==> src/rtl/param_alu.sv <==
// param_alu: handshaked ALU with single-cycle arithmetic/logic ops and
// iterative one-bit-per-cycle shifts.
//
// Optional feature: define PARAM_ALU_ROR_EN to enable opcode 111 as an
// iterative rotate-right. Without the macro, opcode 111 completes at once
// with RESULT 0 and ILLEGAL 1.
//
// state   | meaning
// --------+---------------------------------------------------------
// IDLE    | waiting for a request; in_ready high
// SHIFT   | shifting the captured operand one bit per cycle
// DONE    | result held on the outputs until out_ready

module param_alu #(
    parameter int WIDTH = 8,
    parameter int SHW   = $clog2(WIDTH)
) (
    input  logic             clk,
    input  logic             reset_n,
    input  logic             in_valid,
    output logic             in_ready,
    input  logic [WIDTH-1:0] op1,
    input  logic [WIDTH-1:0] op2,
    input  logic [2:0]       select,
    output logic             out_valid,
    input  logic             out_ready,
    output logic [WIDTH-1:0] result,
    output logic             zero,
    output logic             neg,
    output logic             ovf,
    output logic             illegal
);

    localparam logic [1:0] S_IDLE  = 2'd0;
    localparam logic [1:0] S_SHIFT = 2'd1;
    localparam logic [1:0] S_DONE  = 2'd2;

    localparam logic [2:0] OP_FWD = 3'b000;
    localparam logic [2:0] OP_ADD = 3'b001;
    localparam logic [2:0] OP_AND = 3'b010;
    localparam logic [2:0] OP_OR  = 3'b011;
    localparam logic [2:0] OP_SUB = 3'b100;
    localparam logic [2:0] OP_SLL = 3'b101;
    localparam logic [2:0] OP_SRA = 3'b110;
    localparam logic [2:0] OP_ROR = 3'b111;

    logic [1:0]       state;
    logic [WIDTH-1:0] res_q;
    logic [SHW-1:0]   cnt_q;
    logic [2:0]       kind_q;
    logic             ovf_q;
    logic             ill_q;

    logic [WIDTH-1:0] sum;
    logic [WIDTH-1:0] diff;
    logic [SHW-1:0]   n;
    logic [WIDTH-1:0] alu_res;
    logic             alu_ovf;
    logic             alu_ill;
    logic             is_shift;
    logic [WIDTH-1:0] shifted;

    assign sum  = op1 + op2;
    assign diff = op1 - op2;
    assign n    = op2[SHW-1:0];

    // Decode the request into a single-cycle result, or flag it as iterative.
    always_comb begin
        alu_res  = '0;
        alu_ovf  = 1'b0;
        alu_ill  = 1'b0;
        is_shift = 1'b0;
        case (select)
            OP_FWD: alu_res = op2;
            OP_ADD: begin
                alu_res = sum;
                alu_ovf = (op1[WIDTH-1] == op2[WIDTH-1]) && (sum[WIDTH-1] != op1[WIDTH-1]);
            end
            OP_AND: alu_res = op1 & op2;
            OP_OR:  alu_res = op1 | op2;
            OP_SUB: begin
                alu_res = diff;
                alu_ovf = (op1[WIDTH-1] != op2[WIDTH-1]) && (diff[WIDTH-1] != op1[WIDTH-1]);
            end
            OP_SLL: is_shift = 1'b1;
            OP_SRA: is_shift = 1'b1;
`ifdef PARAM_ALU_ROR_EN
            OP_ROR: is_shift = 1'b1;
`else
            OP_ROR: alu_ill = 1'b1;
`endif
            default: alu_res = '0;
        endcase
    end

    // One bit-position step of the captured shift operation.
    always_comb begin
        shifted = res_q;
        case (kind_q)
            OP_SLL:  shifted = {res_q[WIDTH-2:0], 1'b0};
            OP_SRA:  shifted = {res_q[WIDTH-1], res_q[WIDTH-1:1]};
            OP_ROR:  shifted = {res_q[0], res_q[WIDTH-1:1]};
            default: shifted = res_q;
        endcase
    end

    // Sequencing FSM: capture at accept, iterate shifts, hold until consumed.
    always_ff @(posedge clk or negedge reset_n) begin
        if (!reset_n) begin
            state  <= S_IDLE;
            res_q  <= '0;
            cnt_q  <= '0;
            kind_q <= OP_FWD;
            ovf_q  <= 1'b0;
            ill_q  <= 1'b0;
        end else begin
            case (state)
                S_IDLE: begin
                    if (in_valid) begin
                        kind_q <= select;
                        ovf_q  <= alu_ovf;
                        ill_q  <= alu_ill;
                        if (is_shift) begin
                            res_q <= op1;
                            cnt_q <= n;
                            state <= (n == '0) ? S_DONE : S_SHIFT;
                        end else begin
                            res_q <= alu_res;
                            state <= S_DONE;
                        end
                    end
                end
                S_SHIFT: begin
                    res_q <= shifted;
                    cnt_q <= cnt_q - 1'b1;
                    // Last shift lands on the same edge that enters DONE.
                    if (cnt_q == SHW'(1))
                        state <= S_DONE;
                end
                S_DONE: begin
                    if (out_ready)
                        state <= S_IDLE;
                end
                default: state <= S_IDLE;
            endcase
        end
    end

    assign in_ready  = (state == S_IDLE);
    assign out_valid = (state == S_DONE);
    assign result    = res_q;
    assign zero      = (res_q == '0);
    assign neg       = res_q[WIDTH-1];
    assign ovf       = ovf_q;
    assign illegal   = ill_q;

endmodule

==> config.mk <==
export PLATFORM = sky130hd
export DESIGN_NAME = param_alu
export DESIGN_NICKNAME = d
export VERILOG_FILES = /design/src/rtl/param_alu.sv
export SDC_FILE = /design/constraint.sdc
export NUM_CORES = 1
export LEC_CHECK = 0
export ABC_AREA = 0
export CORE_MARGIN = 10
export CORE_UTILIZATION = 35
export DETAILED_ROUTE_END_ITERATION = 16
export GPL_ROUTABILITY_DRIVEN = 0
export PLACE_DENSITY = 0.61
export SLEW_MARGIN = 20
export SYNTH_ARGS = -nofsm -noshare
export SYNTH_HDL_FRONTEND = slang
export SYNTH_SLANG_ARGS = --single-unit
==> constraint.sdc <==
create_clock -name clk -period 2.4 [get_ports clk]
set_clock_uncertainty 0.15 [all_clocks]
set_input_delay 0.36 -clock clk [delete_from_list [all_inputs] [get_ports clk]]
set_output_delay 0.36 -clock clk [all_outputs]
set_load 0.01 [all_outputs]
# [Yosys cells after proc, flatten, opt, wreduce, memory -nomap -nowiden]
# Cells that the tools add are included.
# W data, S select, Z words.
[word_totals] reg_bits=18 in_bits=23 output_inout_bits=14 wordCells=66
[classes] addsub=3 n_eq_ne=24 muxes=17 bitwise=2 n_reduce_logical=13
[ops] operator="$pmux W8 S5" count=1
[ops] operator="$pmux W8 S3" count=1
[ops] operator="$eq A3 B3 Y1 const B" count=7
[ops] operator="$mux W8" count=2
[ops] operator="$pmux W8 S2" count=1
[ops] operator="$mux W2" count=5
[ops] operator="$reduce_and A3 Y1" count=3
[ops] operator="$add A8 B8 Y8" count=1
[ops] operator="$and A8 B8 Y8" count=1
[ops] operator="$logic_not A8 Y1" count=1
[ops] operator="$or A8 B8 Y8" count=1
[ops] operator="$sub A8 B8 Y8" count=1
[ops] operator="$eq A3 B1 Y1 const B" count=2
[ops] operator="$eq A3 B2 Y1 const B" count=2
[ops] operator="$logic_not A3 Y1" count=2
[ops] operator="$mux W3" count=2
[ops] operator="$ne A2 B2 Y1 const B" count=3
[ops] operator="$pmux W2 S3" count=1
[ops] operator="$pmux W3 S2" count=1
[ops] operator="$ne A2 B1 Y1 const B" count=2
[ops] operator="$ne A4 B1 Y1 const B" count=1
[ops] operator="$reduce_and A4 Y1" count=1
[ops] operator="$ne A1 B1 Y1" count=3
[ops] operator="$ne A3 B1 Y1 const B" count=1
[ops] operator="other kinds (11)" count=13

# [Longest topological paths before layout]
# Gate-level depths: netlist of the first run.
[logic_depth] ltp_word=6 mapped_depth=9 ltp_nobuf=9

# [Worst setup path after synthesis of the first run]
# OpenSTA, ideal clock, no wires.
[synth_path] path_type="input-to-reg" from="input op1[0]" to="register res_q[6] (netlist: result[6])" t_arrival_ns=2.179 required_time_ns=2.185 slack_ns=0.006 path_stages=8 path_buffers=0 cell_sequence="ha_1 > fa_1 > a21o_1 > a211oi_2 > nor2_1 > mux2_1 > a311oi_1 > o221a_2"
[synth_between] elab_chain_cells=5 elab_cells_between_ends=6
[synth_lines] element="start, declared" line="22" rtl="input logic [WIDTH-1:0] op1,"
[synth_lines] element="$sub A8 B8 Y8 or $add A8 B8 Y8 (tied branches)" line="64, 63"
[synth_lines] element="$pmux W8 S5 *" line="73" rtl="case (select)"
[synth_lines] element="$mux W8 *" line="123" rtl="if (is_shift) begin"
[synth_lines] element="$mux W8 *" line="119" rtl="if (in_valid) begin"
[synth_lines] element="$pmux W8 S2 *" line="117" rtl="case (state)"
[synth_lines] element="end signal, assigned" line="124" rtl="res_q <= op1;"
[synth_lines] element="end signal, assigned" line="128" rtl="res_q <= alu_res;"
[synth_lines] element="end signal, assigned" line="134" rtl="res_q <= shifted;"
[synth_lines] element="end, declared" line="48" rtl="logic [WIDTH-1:0] res_q;"
# Mark *: on every way between the ends. The rest lies on a longest branch, timed or not. The select of a mux whose other input is x is not followed.
# A chain may end at the register's enable or synchronous reset.

# [Final worst setup path of the first run]
[layout_path] from="input op2[0]" to="register res_q[6] (netlist: result[6])"
[layout_between] elab_chain_cells=5 elab_cells_between_ends=6
[layout_lines] element="start, declared" line="23" rtl="input logic [WIDTH-1:0] op2,"
[layout_lines] element="$sub A8 B8 Y8 or $add A8 B8 Y8 (tied branches)" line="64, 63"
[layout_lines] element="$pmux W8 S5 *" line="73"
[layout_lines] element="$mux W8 *" line="123"
[layout_lines] element="$mux W8 *" line="119"
[layout_lines] element="$pmux W8 S2 *" line="117"
# Marks and branches as above.

==> results of run 1 <==
==> worst reg2reg max path: cells and delay by family (launching register included) <==
kind            cells  cell delay (ns)
flops               1             0.40
simple gates        3             0.66
compound gates      3             0.55
==> logic make-up (layout without fill, tap and decap cells) <==
group	after synthesis	after routing	synth area share (%)
and+or+nand+nor	79	79	17.7
muxes	14	14	7.85
xor gates and xnor gates	8	8	3.19
adders and majority gates	27	27	16.0
AOI/OAI and AO/OA	83	83	25.5
buffers and inverters	46	134	9.21
DFF	18	18	20.5
==> routing by layer <==
| layer | vias up | part of all wire (%) |
|---|---|---|
| met1 | 1093 | 44 |
| met2 | 69 | 49 |
| met5 | - | 0 |
| li1 | 1162 | - |
| met4 | 0 | 1.0 |
| met3 | 8 | 6.4 |
==> placed cells by master (no fill, tap or decap), types with 3 or more instances in the layout <==
cell type	instances
sky130_fd_sc_hd__a21oi_1	20
sky130_fd_sc_hd__buf_4	66
sky130_fd_sc_hd__clkbuf_8	3
sky130_fd_sc_hd__clkdlybuf4s15_1	3
sky130_fd_sc_hd__clkdlybuf4s50_1	24
sky130_fd_sc_hd__dfrtp_1	18
sky130_fd_sc_hd__dlygate4sd2_1	7
sky130_fd_sc_hd__ha_1	19
sky130_fd_sc_hd__ha_4	5
sky130_fd_sc_hd__inv_1	19
sky130_fd_sc_hd__inv_2	9
sky130_fd_sc_hd__mux2_2	5
sky130_fd_sc_hd__mux2i_1	6
sky130_fd_sc_hd__nand2_1	29
sky130_fd_sc_hd__nand2b_1	7
sky130_fd_sc_hd__nand3_1	5
sky130_fd_sc_hd__nand4_1	4
sky130_fd_sc_hd__nor2_1	17
sky130_fd_sc_hd__nor2b_1	5
sky130_fd_sc_hd__o211ai_1	6
sky130_fd_sc_hd__o21ai_0	19
sky130_fd_sc_hd__o22ai_1	4
sky130_fd_sc_hd__or4_1	3
sky130_fd_sc_hd__xnor2_1	4
sky130_fd_sc_hd__xor2_1	3
==> metrics by stage <==
| stage | hold slack (ns) | power (W) | setup WS, ns | std cells |
|---|---|---|---|---|
| 4_1_cts | 0.301 | 0.00201 | 0.000723 | 438 |
| 5_1_grt | 0.305 | 0.00217 | -0.0876 | 438 |
| 2_1_floorplan | -0.0856 | 0.00121 | 0.00571 | 275 |
| 6_report | 0.289 | 0.00201 | 0.0475 | 438 |
| 3_5_place_dp | 0.348 | 0.00175 | -0.590 | 432 |
| 3_3_place_gp | 0.317 | 0.00171 | -0.556 | 432 |
==> where the power goes <==
group	switching [W]	leakage, nW	total, W	internal, W
Combinational	0.000571	1.26	0.00121	0.000637
Sequential	0.000145	0.214	0.000587	0.000442
Clock	0.0000997	0.0216	0.000211	0.000111
==> timing repair <==
action	4_1_cts	5_1_grt
hold endpoints to repair	0	0
hold buffers	0	0
pin swaps	13	4
setup endpoints to repair	7	6
buffers inserted	3	0
gates resized for setup	44	8
==> cell usage after synthesis, types with 2 or more instances <==
library cell	instances	area share (%)
sky130_fd_sc_hd__a211oi_1	2	0.68
sky130_fd_sc_hd__dfrtp_1	18	20
sky130_fd_sc_hd__a21oi_1	21	4.8
sky130_fd_sc_hd__a2111oi_0	2	0.80
sky130_fd_sc_hd__buf_2	9	2.0
sky130_fd_sc_hd__nand2b_1	7	2.0
sky130_fd_sc_hd__mux2_2	5	2.6
sky130_fd_sc_hd__a21o_1	2	0.68
sky130_fd_sc_hd__clkbuf_1	5	0.85
sky130_fd_sc_hd__a31oi_1	2	0.57
sky130_fd_sc_hd__o21ai_0	19	4.3
sky130_fd_sc_hd__xor2_1	3	1.2
sky130_fd_sc_hd__inv_1	28	4.8
sky130_fd_sc_hd__a311oi_1	2	0.80
sky130_fd_sc_hd__o211ai_1	6	2.0
sky130_fd_sc_hd__a221oi_1	2	0.80
sky130_fd_sc_hd__nand2_1	29	4.9
sky130_fd_sc_hd__nor2b_1	5	1.4
sky130_fd_sc_hd__fa_1	2	1.8
sky130_fd_sc_hd__nor2_1	17	2.9
sky130_fd_sc_hd__nand3_1	5	1.1
sky130_fd_sc_hd__nand4_1	4	1.1
sky130_fd_sc_hd__o22ai_1	4	1.1
sky130_fd_sc_hd__buf_6	2	1.0
sky130_fd_sc_hd__o311ai_0	2	0.80
sky130_fd_sc_hd__ha_1	25	14
sky130_fd_sc_hd__o221a_2	2	1.0
sky130_fd_sc_hd__o21ba_2	2	0.91
sky130_fd_sc_hd__mux2i_1	6	2.7
sky130_fd_sc_hd__xnor2_1	5	2.0
sky130_fd_sc_hd__or4_1	3	1.0
sky130_fd_sc_hd__o221ai_1	2	0.80
sky130_fd_sc_hd__mux4_2	2	2.0
sky130_fd_sc_hd__nor3_1	2	0.46
==> state kept, by name, indices dropped and copies added (netlist names) <==
name and count:
cnt_q 3, illegal 1, kind_q 3, ovf 1
result 8, state 2
==> area by class of cell <==
type / count / share of cell area (%)
flip-flops and latches: 18 / 13.8
inverters: 28 / 3.22
clock buffers: 3 / 1.27
multi-input cells: 211 / 52.4
repair buffers: 103 / 26.5
well taps: 75 / 2.88
==> worst paths after layout <==
path,to
setup reg to reg,result[7]$_DFFE_PN0P_
hold / removal,cnt_q[2]$_DFFE_PN0P_
setup / recovery,result[6]$_DFFE_PN0P_
min in group clk,ovf$_DFFE_PN0P_
max in group asynchronous,kind_q[2]$_DFFE_PN0P_
hold reg to reg,ovf$_DFFE_PN0P_
==> impl_metrics.py, run 1 <==
metrics = {
    "outcome": {
        "status": "finished, final reports clean",
    },
    "synthesis": {
        "seq_area_frac_synth_pct": 20.5,
        "synth.avg_cell_area_um2": 8.00,
        "syn_nets": 325,
        "syn_area_um2": 2200,
        "yosys.cell_types.count": 57,
        "ys_ff_latch": 18,
        "dominantRegCellSynth": "sky130_fd_sc_hd__dfrtp_1",
        "gate_count_post_synth": 275,
        "synth-warning-count": 0,
        "synth_enable_flop_cells": 0,
        "synth_async_reset_ratio_pct": 100,
    },
    "finish": {
        "n_antenna_cell": 0,
        "seqCellArea_um2": 450,
        "final_layout_size_suffix_gt1_share_pct": 30.6,
        "final_design_area_no_fill_um2": 3260,
        "area_growth_pct": 48.3,
        "nNetsFinal": 415,
        "multi_input_area_um2": 1710,
        "nFillCells": 579,
        "layout.core_utilization_pct": 54.1,
    },
    "timing": {
        "timing_worst_slew_pin_value_ns": 0.582,
        "timing_hold_violations_final": 0,
        "finalMaxSlewViolations": 0,
        "max_clock_freq_mhz": 425,
        "max_slew_margin_pct": 60.9,
        "setup_violations": 0,
        "grt_setup_unrepaired": "yes",
        "final_min_period_over_clock_period_pct": 98.0,
        "layout_min_cycle_time_ns": 2.35,
        "final.setup.tns_ns": 0,
    },
    "clock_network": {
        "htreeDepth": 1,
        "clk_transition_reported_paths_ns": 0.07,
        "cts.root.buffer_cell": "sky130_fd_sc_hd__clkbuf_8",
        "cts_buffer_depth": 2,
        "cts_made_buffers": 3,
        "numClockSinks": 18,
        "worst_skew_pair.late_latency_ns": 0.25,
        "tritoncts": "built",
    },
    "route": {
        "antenna_left": 0,
        "route.detailed.wl_per_inst_um": 14.8,
        "via_count": 2332,
        "drc": 0,
        "route.detailed.vias_per_inst": 5.32,
        "dr.pass1.iters": 4,
        "drt-initial-drc-count": 111,
        "route.final.wire_length_mm": 6.49,
    },
    "worst_setup_path": {
        "critPathMaxStageDelay_ns": 0.41,
        "worst_path_dominant_cell_family": "compound AO/OA/AOI/OAI gates",
        "worstSetupPathDepth": 9,
        "worst_ep_required_time_ns": 2.44,
        "cell_by_cell_trace_of_the_critical_path": "clkdlybuf4s15_1, ha_2, fa_2, a21o_1, a211oi_2, nor2_1, mux2_1, a311oi_1, o221a_2",
        "critical_path_class": "in -> reg",
        "timing.critical_path.slowest_stage_cell": "sky130_fd_sc_hd__fa_2",
        "worst_reg_to_reg_setup_slack_ns": 0.52,
        "worstSetupStartpoint": "op2[0]",
        "critical_path.reg2reg.startpoint": "state[1]$_DFFE_PN0P_",
        "worst-endpoint-arrival_ns": 2.40,
        "timing.reg2reg.worst_path_depth": 6,
        "start_kind": "input port",
        "path_max_fanout": 3,
        "cp_capture_type": "flop",
        "critical_path.n_buffers_inverters": 1,
    },
    "worst_hold_path": {
        "holdCritPathClass": "in -> async",
    },
    "global_routing": {
        "grt_use_total_pct": 13.0,
        "grt_antenna_before_repair": 0,
        "grt-busiest-layer": "met2",
        "grt_max_degree": 19,
        "groute.layer.met1.usage_pct": 16.6,
        "grt_pass1_wl_mm": 11.0,
        "grt_pass1_vias": 2299,
        "gr-usage-met2_pct": 22.4,
        "globalRouteOverflowTotal": 0,
        "use_met3_pct": 2.21,
    },
    "floorplanning": {
        "die-height_um": 99.3,
        "effective_utilization_at_floorplan_pct": 36.5,
        "fp.coreArea_um2": 6030,
        "row_count": 28,
        "die_width_um": 99.3,
        "die-area_um2": 9860,
        "io_pins": 37,
    },
    "placed_design": {
        "placement.cell_area_um2": 3040,
        "hpwlAfterDp_mm": 5.24,
        "port_buffers": 36,
    },
    "power_and_ir_drop": {
        "leakage_nw": 1.49,
        "power_density_nw_per_um2": 615,
        "power.ir.vdd_worst_mv": 0.458,
    },
    "flow_run": {
        "maxCapViolations": 0,
    },
}
Note: power is estimated with default switching activity, not from simulation.
==> run 2: changes to the inputs <==
Settings changed: PLACE_DENSITY 0.61 to 0.63.
==> run 2 against run 1 <==
Sequential cell count stayed put. Via count decreased by 0.73%. Register-to-register slack got worse by 0.09 ns. Power grew 0.87%. Sequential power fell by 1%. Die area is the same. Core utilization decreased by 0.33 points. Combinational power hardly changed. Global-route usage is 0.40 points higher.
==> impl_metrics.py, run 2 (same netlist as run 1, synthesis figures left out) <==
metrics = {
    "worst_hold_path": {
        "holdCritPathClass": "in -> async",
    },
    "finish": {
        "nFillCells": 564,
        "final_cell_mix": "sky130_fd_sc_hd__buf_4, sky130_fd_sc_hd__nand2_1, sky130_fd_sc_hd__clkdlybuf4s50_1, sky130_fd_sc_hd__inv_1, sky130_fd_sc_hd__a21oi_1",
        "final_layout_size_suffix_gt1_share_pct": 29.8,
        "final_design_area_no_fill_um2": 3240,
        "area_growth_pct": 47.4,
        "nNetsFinal": 414,
        "final_cells": 438,
        "largest_reg_flops": 8,
        "n_antenna_cell": 0,
        "final_common_cell": "sky130_fd_sc_hd__buf_4",
    },
    "timing": {
        "final.setup.tns_ns": 0,
        "max_clock_freq_mhz": 426,
        "setup_violations": 0,
        "timing_hold_violations_final": 0,
        "hold-worst-slack_ns": 0.276,
        "max_slew_margin_pct": 73.0,
        "layout_min_cycle_time_ns": 2.35,
        "finalMaxSlewViolations": 0,
        "final_min_period_over_clock_period_pct": 97.8,
        "grt_setup_unrepaired": "yes",
        "timing_worst_slew_pin_value_ns": 0.400,
    },
    "worst_setup_path": {
        "worst_path_dominant_cell_family": "compound AO/OA/AOI/OAI gates",
        "timing.reg2reg.worst_path_depth": 6,
        "critical_path.reg2reg.startpoint": "state[0]$_DFFE_PN0P_",
        "worstSetupPathDepth": 9,
        "start_kind": "input port",
        "worstSetupStartpoint": "op2[0]",
        "cell_by_cell_trace_of_the_critical_path": "dlygate4sd2_1, ha_2, fa_2, a21o_1, a211oi_2, nor2_1, mux2_1, a311oi_2, o221a_2",
        "critPathMaxStageDelay_ns": 0.35,
        "cp_capture_type": "flop",
        "critical_path_class": "in -> reg",
        "worst_ep_required_time_ns": 2.45,
        "timing.critical_path.slowest_stage_cell": "sky130_fd_sc_hd__fa_2",
        "worst_r2r_endpoint": "result[7]$_DFFE_PN0P_",
        "worst-endpoint-arrival_ns": 2.40,
        "path_max_fanout": 3,
        "critical_path.n_buffers_inverters": 1,
        "worst_reg_to_reg_setup_slack_ns": 0.43,
        "crit_path_end": "result[6]$_DFFE_PN0P_",
    },
    "power_and_ir_drop": {
        "power_frac_comb_pct": 58.8,
        "power.ir.vdd_worst_mv": 0.490,
        "finalPower_w": 0.00202,
        "leakage_nw": 1.48,
        "power_density_nw_per_um2": 624,
        "internal_power_w": 0.00122,
        "seq_power_share_pct": 28.6,
        "switch_pwr_w": 0.000805,
        "switching_share_pct": 39.8,
        "pwr-share-clk_pct": 12.6,
    },
    "floorplanning": {
        "io_pins": 37,
        "effective_utilization_at_floorplan_pct": 36.5,
        "die_width_um": 99.3,
        "die-area_um2": 9860,
        "fp.coreArea_um2": 6030,
        "die-height_um": 99.3,
        "row_count": 28,
    },
    "clock_network": {
        "cts_made_buffers": 3,
        "cts_buffer_depth": 2,
        "htreeDepth": 1,
        "tritoncts": "built",
        "cts.root.buffer_cell": "sky130_fd_sc_hd__clkbuf_8",
        "cts_hold_repair.buffers": 0,
        "numClockSinks": 18,
        "clk_transition_reported_paths_ns": 0.07,
        "worst_skew_pair.late_latency_ns": 0.26,
    },
    "route": {
        "antenna_left": 0,
        "via_count": 2315,
        "drc": 0,
        "route.final.wire_length_mm": 6.37,
        "route.detailed.vias_per_inst": 5.29,
        "route.detailed.wl_per_inst_um": 14.5,
        "drt-initial-drc-count": 120,
        "dr.pass1.iters": 4,
    },
    "global_routing": {
        "grt_use_total_pct": 13.4,
        "grt_pass1_vias": 2332,
        "globalRouteOverflowTotal": 0,
        "grt_antenna_before_repair": 0,
        "grt_pass1_wl_mm": 11.3,
        "grt_max_degree": 19,
    },
    "placed_design": {
        "port_buffers": 36,
        "hpwlAfterDp_mm": 5.09,
        "dp_cells": 431,
        "placement.cell_area_um2": 3030,
    },
    "flow_run": {
        "maxCapViolations": 0,
    },
    "outcome": {
        "status": "finished, final reports clean",
    },
}
## run 2: changes by cell type in the layout (fill, tap and decap cells not counted), moves of 2 or more
cell,before,now
sky130_fd_sc_hd__dlygate4sd2_1,7,10
sky130_fd_sc_hd__clkdlybuf4s15_1,3,0
sky130_fd_sc_hd__inv_2,9,7
sky130_fd_sc_hd__inv_1,19,21
sky130_fd_sc_hd__buf_4,66,64
## run 2: worst min-delay path by stage
stage	to	slack, ns	start
after global routing	cnt_q[1]$_DFFE_PN0P_	0.30	reset_n
after detailed placement	illegal$_DFFE_PN0P_	0.33	illegal$_DFFE_PN0P_
after floorplan	cnt_q[0]$_DFFE_PN0P_	-0.09	reset_n
after global placement	illegal$_DFFE_PN0P_	0.31	illegal$_DFFE_PN0P_
after CTS	cnt_q[1]$_DFFE_PN0P_	0.28	reset_n
final	cnt_q[0]$_DFFE_PN0P_	0.28	reset_n
## run 2: timing repair
action,in CTS,in global routing
pin swaps,10,4
cloned,0,0
buffers inserted,3,0
gates resized for setup,41,4
setup endpoints to repair,7,6
endpoints found under the hold margin,0,0
## run 2: cell type report
class,instances,area (µm²),share of cell area [%]
Multi-Input combinational cell,211,1680,51.9
Timing Repair Buffer,102,853,26.3
Sequential cell,18,450,13.9
Inverter,28,105,3.24
Tap cell,75,93.8,2.89
Clock buffer,4,55.1,1.70
## run 2: power groups by stage
stage	combinational [W]	sequential (W)	clock, W
final	0.00119	0.000579	0.000254
after global routing	0.00134	0.000613	0.000273
after CTS	0.00119	0.000580	0.000258
after detailed placement	0.00114	0.000587	0
after global placement	0.00112	0.000581	0
after floorplan	0.000627	0.000586	0
## run 2: stage by stage
step	worst slack [ns]	utilization, %
global placement	-0.560	50.3
global route	-0.0710	53.8
finish	0.0532	53.8
CTS	0.0179	53.7
detailed placement	-0.650	50.3
floorplan	0.00571	-
## run 2: worst reg2reg max path: stages, from the launching register on
cell                       delay, ns
sky130_fd_sc_hd__dfrtp_1        0.37
sky130_fd_sc_hd__or3b_1         0.42
sky130_fd_sc_hd__a31o_1         0.24
sky130_fd_sc_hd__nor3_4         0.17
sky130_fd_sc_hd__nand2_1        0.10
sky130_fd_sc_hd__o311ai_1       0.30
sky130_fd_sc_hd__a21oi_1        0.10
## run 2: metal layers
metal	global-route usage (%)	vias up	wire length (µm)
met5	0	-	0
met1	17.0	1096	2960
met2	22.9	48	3090
met3	1.87	4	250
met4	4.08	0	61
li1	-	1167	-
